### src/rtl/masked_req_scheduler.sv
// Three-requester masked arbiter: fixed or rotating priority, one grant held
// until done or a hold timeout, followed by a one-cycle release gap.
module masked_req_scheduler #(
   parameter int HOLD_MAX = 8,
   parameter int RR       = 0
) (
   input  logic       clk,
   input  logic       reset,
   input  logic [2:0] req,
   input  logic       mask_wr,
   input  logic [2:0] mask_in,
   input  logic       done,
   output logic [2:0] grant,
   output logic [1:0] grant_id,
   output logic       busy,
   output logic       err_timeout
);

   typedef enum logic [1:0] {IDLE, GRANT, RELEASE} state_t;

   localparam logic [7:0] HOLD_LIM = 8'(HOLD_MAX);

   state_t     state;
   logic [2:0] mask;
   logic [2:0] eligible;
   logic [7:0] hold_cnt;
   logic [1:0] rr_ptr;
   logic       found;
   logic [1:0] pick_id;
   logic [1:0] cand [3];

   function automatic logic [1:0] inc3(input logic [1:0] x);
      return (x == 2'd2) ? 2'd0 : x + 2'd1;
   endfunction

   assign eligible = req & mask;

   // NOTE: every output of this block gets a default first so no latch is inferred.
   always_comb begin
      found   = 1'b0;
      pick_id = 2'd0;
      cand[0] = rr_ptr;
      cand[1] = inc3(rr_ptr);
      cand[2] = inc3(cand[1]);
      if (RR != 0) begin
         for (int k = 0; k < 3; k++) begin
            if (!found && eligible[cand[k]]) begin
               found   = 1'b1;
               pick_id = cand[k];
            end
         end
      end else begin
         casez (eligible)
            3'b??1:  begin found = 1'b1; pick_id = 2'd0; end
            3'b?10:  begin found = 1'b1; pick_id = 2'd1; end
            3'b100:  begin found = 1'b1; pick_id = 2'd2; end
            default: begin found = 1'b0; pick_id = 2'd0; end
         endcase
      end
   end

   // NOTE: sequential state uses non-blocking assignments only.
   always_ff @(posedge clk) begin
      if (reset) begin
         state       <= IDLE;
         grant       <= 3'b000;
         grant_id    <= 2'd0;
         busy        <= 1'b0;
         err_timeout <= 1'b0;
         mask        <= 3'b111;
         hold_cnt    <= 8'd0;
         rr_ptr      <= 2'd0;
      end else begin
         if (mask_wr)
            mask <= mask_in;
         case (state)
            IDLE: begin
               if (found) begin
                  state    <= GRANT;
                  grant    <= 3'b001 << pick_id;
                  grant_id <= pick_id;
                  busy     <= 1'b1;
                  hold_cnt <= 8'd0;
                  rr_ptr   <= inc3(pick_id);
               end
            end
            GRANT: begin
               // done wins over the timeout in the last allowed cycle
               if (done) begin
                  state <= RELEASE;
                  grant <= 3'b000;
               end else if (hold_cnt + 8'd1 == HOLD_LIM) begin
                  state       <= RELEASE;
                  grant       <= 3'b000;
                  err_timeout <= 1'b1;
               end else begin
                  hold_cnt <= hold_cnt + 8'd1;
               end
            end
            RELEASE: begin
               state <= IDLE;
               busy  <= 1'b0;
            end
            default: begin
               state <= IDLE;
               grant <= 3'b000;
               busy  <= 1'b0;
            end
         endcase
      end
   end

endmodule

### config.mk
export PLATFORM = sky130hd
export DESIGN_NAME = masked_req_scheduler
export DESIGN_NICKNAME = d
export VERILOG_FILES = /design/src/rtl/masked_req_scheduler.sv
export SDC_FILE = /design/constraint.sdc
export NUM_CORES = 1
export LEC_CHECK = 0
export BUFFER_PORTS_ARGS = -buffer_cell sky130_fd_sc_hd__buf_2
export CAP_MARGIN = 20
export CORE_ASPECT_RATIO = 0.9
export CORE_MARGIN = 2
export CORE_UTILIZATION = 28
export CTS_CLUSTER_DIAMETER = 60
export DETAILED_ROUTE_END_ITERATION = 16
export GPL_TIMING_DRIVEN = 0
export REMOVE_ABC_BUFFERS = 1
export SKIP_LAST_GASP = 1
export SLEW_MARGIN = 25
export SYNTH_ARGS = -nofsm -noshare
export SYNTH_HDL_FRONTEND = slang
export SYNTH_SLANG_ARGS = --single-unit
### constraint.sdc
create_clock -name clk -period 1.8 [get_ports clk]
set_input_delay 0.27 -clock clk [delete_from_list [all_inputs] [get_ports clk]]
set_output_delay 0.27 -clock clk [all_outputs]
set_load 0.01 [all_outputs]
==> run metrics, run 1 <==
fin. max-slew vios 0; chip width around 67 um; Post-synth EDFFs 0; CP Launch Type flip-flop; CP Max Fanout 6; number of H-tree levels 1; Pre-Repair DR Iteration Count 4; antenna-violating nets left 0; Placed Area ~1100 um^2; Residual DRC 0; die area between 4000 and 5000 um^2; Total GRT Usage a little under an eighth; yosys warns 0; Worst Setup End Kind flip-flop; gpl congestion around 0.8; most frequent cells in the layout buf_2 (16), dfxtp_1 (14), nor2_1 (11), a21oi_1 (11), nand2_1 (7); via count about 930; Synth Flop Type dfxtp_1; DP HPWL about 1600 um; Netlist cell types 38; Peak Freq ~580 MHz; number of diodes 0; Total Wirelength between 2000 and 2500 um; initial DRC count just under 90; instance count of the mapped netlist between 100 and 150; post-synthesis sequential area ratio around two fifths; number of vias per cell 5.201; share of cells above drive strength 1 ~36%; clock buffers created by TritonCTS 3; Final Hold Violating Endpoints 0; most common cell after layout, fill and taps aside buf_2; number of global-route vias before repair 816; max-cap violations 0; row count 20; synthesis-to-finish area growth 32.67%; # fillers 362; Final #Nets 148; Clock Path Buffers 2; maximum vdd drop a little under 0.5 mV; CTS Sinks 20; CTS tree built; worst slew pin tran around 0.42 ns; Critical R2R Launch hold_cnt[0]$_SDFFE_PP0P_; Worst Hold Launch mask_in[0]; status finished, final reports clean; Critical Path RT just under 2 ns; port bufs 16; Worst Hold Endpoint mask[0]$_SDFFE_PP1P_; worst slack at placement -0.2570 ns; Root Buffer clkbuf_8; setup ws final between 0.06 and 0.07 ns; Yosys reg bits 20; worst clock skew ~0.0077 ns; clk_lat worst skew about 0.26 ns; PwrDens 797.6 nW/um^2; initial core utilization 29.49%; DR WL/cell 13.12 um; core area ~3400 um^2; ys async rst share 0%; Final Instance Area ~1300 um^2; endpoints failing setup 0; global-route wire length before repair 3622 um; R2R cell count 7; I/O pins 17; max_slew headroom between 70 and 80%; initial antenna violation count 0; post-synthesis area per instance between 8 and 9 um^2; Final Util 39.12%; die extent in y approximately 61 um; reg2reg end grant[1]$_SDFFE_PP0P_; mapped cell area between 1000 and 1500 um^2; WHS Path Cells 2; Period minus WS final 1.733 ns; fin crit share between 90% and 100%; largest net degree at the start of global routing 24; Clk pin slew, worst setup/hold paths ~0.08 ns; leakage a little under 0.5 nW; global route total overflow 0; setup TNS 0 ns; # hold bufs at CTS 0; Arrival @ worst endpoint between 1.5 and 2 ns; kind of critical path flip-flop to flip-flop; Hold Crit Class input port to flip-flop; reg2reg setup slack between 0.06 and 0.07 ns
metrics by stage:
stage	total power [mW]	hold slack [ns]	cells
after floorplan	0.5692	0.3391	110
after global placement	0.6152	0.4412	170
after detailed placement	0.6195	0.4485	170
after CTS	1.078	0.2143	175
after global routing	1.120	0.2095	179
final	1.062	0.2204	179
cell usage after synthesis (all sizes together), types with 2 or more instances:
cell | number | area share (%)
and4 | 2 | 1.7
nand3 | 3 | 2.0
or2 | 3 | 1.9
nor2 | 12 | 4.5
mux2i | 3 | 3.0
a21oi | 11 | 5.5
nand2b | 4 | 2.5
o21ai | 6 | 3.0
nor3 | 2 | 1.0
buf | 2 | 1.0
ha | 2 | 2.5
and2 | 2 | 1.5
dfxtp | 20 | 40
nand4 | 3 | 1.9
nand2 | 7 | 2.6
a31oi | 5 | 4.6
a211o | 3 | 2.6
a22oi | 2 | 1.5
a21boi | 3 | 2.2
clkbuf | 2 | 0.75
nor2b | 5 | 3.1
kinds of logic (layout without fill, tap and decap cells):
family / count (synthesis) / count (layout) / share of synthesized area, %
simple gates: 48 / 48 / 26.81
compound gates: 35 / 36 / 23.57
buf+inv: 4 / 24 / 1.746
xor+xnor: 2 / 2 / 2.494
fa+ha+maj: 2 / 2 / 2.493
mux: 3 / 3 / 2.993
flops: 20 / 20 / 39.90
sequential cells by signal, summed over array words and instances (netlist names):
name and count:
grant 3, grant_id 2, busy 1, err_timeout 1
hold_cnt 8, mask 3, state 2
worst max-delay path, stage by stage, from the launching register on:
cell and delay, ns:
dfxtp_4 0.39, and2_4 0.18, and4_4 0.25, mux2i_4 0.28
buf_4 0.16, a31oi_4 0.13, o21ai_1 0.15, a21oi_1 0.07
report_power, final:
group	internal (mW)	switching [mW]	leakage, nW
Combinational	0.0580	0.0836	0.289
Clock	0.297	0.148	0.0357
Sequential	0.457	0.0184	0.168
Total	0.812	0.250	0.492
worst max-delay path by stage:
| stage | startpoint | endpoint | slack (ns) | cells past startpoint |
|---|---|---|---|---|
| 6_report | hold_cnt[0]$_SDFFE_PP0P_ | grant[1]$_SDFFE_PP0P_ | 0.07 | 7 |
| 3_3_place_gp | hold_cnt[0]$_SDFFE_PP0P_ | hold_cnt[1]$_SDFFE_PP0P_ | -0.23 | 7 |
| 3_5_place_dp | hold_cnt[0]$_SDFFE_PP0P_ | hold_cnt[1]$_SDFFE_PP0P_ | -0.26 | 7 |
| 4_1_cts | hold_cnt[4]$_SDFFE_PP0P_ | hold_cnt[6]$_SDFFE_PP0P_ | 0.006 | 6 |
| 2_1_floorplan | hold_cnt[0]$_SDFFE_PP0P_ | hold_cnt[1]$_SDFFE_PP0P_ | 0.05 | 6 |
| 5_1_grt | hold_cnt[4]$_SDFFE_PP0P_ | hold_cnt[3]$_SDFFE_PP0P_ | -0.003 | 6 |
final cells by class:
| type | count | area [um^2] | share of cell area, % |
|---|---|---|---|
| multi-input combinational | 91 | 674.4 | 50.66 |
| sequential | 20 | 420.4 | 31.58 |
| timing repair buffer | 20 | 110.1 | 8.271 |
| tap | 44 | 55.05 | 4.135 |
| clock buffer | 3 | 41.29 | 3.101 |
| clock inverter | 1 | 30.03 | 2.256 |
routing by layer:
layer,vias up,wire length (um),GRT usage [%]
li1,468,-,-
met1,439,1083,14.61
met2,22,1146,18.10
met3,2,93,4.267
met4,0,26,6.706
met5,-,0,0
what timing repair did:
action | CTS | global route
buffers inserted | 0 | 4
setup endpoints to repair | 13 | 10
resized for setup | 12 | 15
pin swaps | 1 | 6
gates cloned | 1 | 0
endpoints found under the hold margin | 0 | 0
Power figures use the tool's default switching activity.
==> run 2, diff against run 1 <==
- RECOVER_POWER: unset -> 100
==> run metrics, run 2 (synthesized netlist as in run 1, its figures left out) <==
status finished, final reports clean (unchanged); maximum vdd drop 0.4863 mV (was 0.4860 mV); Final #Nets 148 (unchanged); most frequent cells in the layout dfxtp_1 (14), nor2_1 (11), a21oi_1 (11) (was buf_2 (16), dfxtp_1 (14), nor2_1 (11), a21oi_1 (11), nand2_1 (7)); CP Max Fanout 6 (unchanged); number of H-tree levels 1 (unchanged); Final Instance Area 1323 um^2 (was 1331 um^2); reg2reg setup slack 0.07 ns (about the same); busiest grt layer met2 (unchanged); met2 Use GR 18.10% (unchanged); number of global-route vias before repair 816 (unchanged); share of cells above drive strength 1 30.37% (was 35.56%); worst clock skew 0.01004 ns (was 0.007675 ns); Pre-Repair DR Iteration Count 4 (unchanged); Crit path max-delay family simple AND/OR/NAND/NOR gates (unchanged); # hold bufs at CTS 0 (unchanged); initial DRC count 94 (was 88); slowest cell on the critical path dfxtp_4 (unchanged); DR WL/cell 13.25 um (was 13.12 um); max-cap violations 0 (unchanged); Worst Setup End Kind flip-flop (unchanged); DP HPWL 1552 um (unchanged); antenna-violating nets left 0 (unchanged); Clk pin slew, worst setup/hold paths 0.08 ns (about the same); max_slew headroom 70.25% (was 71.49%); global-route met1 utilization 14.61% (unchanged); port bufs 16 (unchanged); CTS Sinks 20 (unchanged); Root Buffer clkbuf_8 (unchanged); CTS tree built (unchanged); kind of critical path flip-flop to flip-flop (unchanged); fin crit share 96.06% (was 96.28%); met3 GRT Util 4.267% (unchanged); Period minus WS final 1.729 ns (was 1.733 ns); max reg flops 8 (unchanged); CP max stage delay 0.39 ns (about the same); die extent in y 60.80 um (unchanged); leakage 0.4632 nW (was 0.4925 nW); Residual DRC 0 (unchanged); endpoints failing setup 0 (unchanged); synthesis-to-finish area growth 31.80% (was 32.67%); via count 920 (was 931); Critical Path RT 1.94 ns (about the same); gpl congestion 0.8206 (unchanged); worst slew pin tran 0.4429 ns (was 0.4244 ns); Placed Area 1121 um^2 (unchanged); initial antenna violation count 0 (unchanged); global-route wire length before repair 3622 um (unchanged); Total Wirelength 2372 um (was 2349 um); Peak Freq 578.4 MHz (was 577.0 MHz); PwrDens 804.2 nW/um^2 (was 797.6 nW/um^2); number of vias per cell 5.140 (was 5.201); Final Hold Violating Endpoints 0 (unchanged); register bank with the most flops hold_cnt (unchanged); Largest regs hold_cnt: 8 flops, grant: 3 flops, mask: 3 flops (unchanged); Critical R2R Launch hold_cnt[0]$_SDFFE_PP0P_ (unchanged); CP cell instances and2_4 > and4_4 > mux2i_4 > buf_4 > a31oi_4 > o21ai_1 > a21oi_1 (unchanged); fin. max-slew vios 0 (unchanged); core area 3403 um^2 (unchanged); largest net degree at the start of global routing 24 (unchanged); reg2reg end grant[1]$_SDFFE_PP0P_ (unchanged); clock buffers created by TritonCTS 3 (unchanged); Hold Crit Class input port to flip-flop (unchanged); clk_lat worst skew 0.26 ns (about the same); Critical path origin hold_cnt[0]$_SDFFE_PP0P_ (unchanged); WHS Path Cells 2 (unchanged); setup TNS 0 ns (unchanged); die area 4080 um^2 (unchanged); initial core utilization 29.49% (unchanged); Clock Path Buffers 2 (unchanged); I/O pins 17 (unchanged); chip width 67.11 um (unchanged); # fillers 366 (was 362); Worst Hold Endpoint mask[0]$_SDFFE_PP1P_ (unchanged); row count 20 (unchanged); number of diodes 0 (unchanged); CP Launch Type flip-flop (unchanged); Total GRT Usage 11.88% (unchanged); global route total overflow 0 (unchanged); crit path buf inv count 1 (unchanged); R2R cell count 7 (unchanged); most common cell after layout, fill and taps aside dfxtp_1 (was buf_2); Arrival @ worst endpoint 1.87 ns (about the same); Worst Hold Launch mask_in[0] (unchanged)
-- run 2: changes by cell type in the layout (fill, tap and decap cells not counted) --
cell	change
a21boi_1	-1
clkbuf_1	+7
a21boi_0	+1
buf_2	-7
-- run 2: how the worst max path moves through the flow --
stage,to,slack (ns),depth (start not counted)
2_1_floorplan,hold_cnt[1]$_SDFFE_PP0P_,0.05,6
3_3_place_gp,hold_cnt[1]$_SDFFE_PP0P_,-0.23,7
3_5_place_dp,hold_cnt[1]$_SDFFE_PP0P_,-0.26,7
4_1_cts,hold_cnt[6]$_SDFFE_PP0P_,0.006,6
5_1_grt,grant[2]$_SDFFE_PP0P_,-0.002,7
6_report,grant[1]$_SDFFE_PP0P_,0.07,7
-- run 2: through the flow --
stage / hold slack [ns] / worst slack [ns] / utilization, % / std cells / total power, mW
3_3_place_gp: 0.4412 / -0.2255 / 32.94 / 170 / 0.6152
4_1_cts: 0.2143 / 0.006320 / 36.73 / 175 / 1.078
6_report: 0.2201 / 0.07096 / 38.86 / 179 / 1.064
2_1_floorplan: 0.3391 / 0.04790 / - / 110 / 0.5692
5_1_grt: 0.2095 / -0.002117 / 38.86 / 179 / 1.117
3_5_place_dp: 0.4485 / -0.2570 / 32.94 / 170 / 0.6195
-- run 2: repair_timing --
action                     in CTS  in global routing
pin swaps                       1                  6
buffers inserted                0                  4
setup endpoints to repair      13                 10
gates resized for setup        12                 15
gates cloned                    1                  0
-- run 2: area by class of cell --
cell class                 count  area [um^2]  area share (%)
multi-input combinational     91        674.4           50.99
sequential                    20        420.4           31.79
timing repair buffer          20        101.3           7.663
tap                           44        55.05           4.163
clock buffer                   3        41.29           3.122
clock inverter                 1        30.03           2.271
-- run 2: worst reg2reg max path, cell delays in order, from the launching register on --
cell	delay [ns]
dfxtp_4	0.39
and2_4	0.18
and4_4	0.25
mux2i_4	0.28
buf_4	0.16
a31oi_4	0.13
o21ai_1	0.15
a21oi_1	0.07
-- run 2: report_power, final --
group / switching [mW] / total, mW / internal [mW]
combinational: 0.0837 / 0.139 / 0.0551
sequential: 0.0186 / 0.475 / 0.457
clock: 0.152 / 0.449 / 0.297
-- run 2: per-layer routing --
| layer | part of all wire [%] | wire [um] | vias to the layer above |
|---|---|---|---|
| met4 | 1.1 | 26 | 0 |
| met5 | 0 | 0 | - |
| met1 | 47 | 1126 | 440 |
| li1 | - | - | 466 |
| met3 | 3.5 | 82 | 2 |
| met2 | 48 | 1135 | 12 |
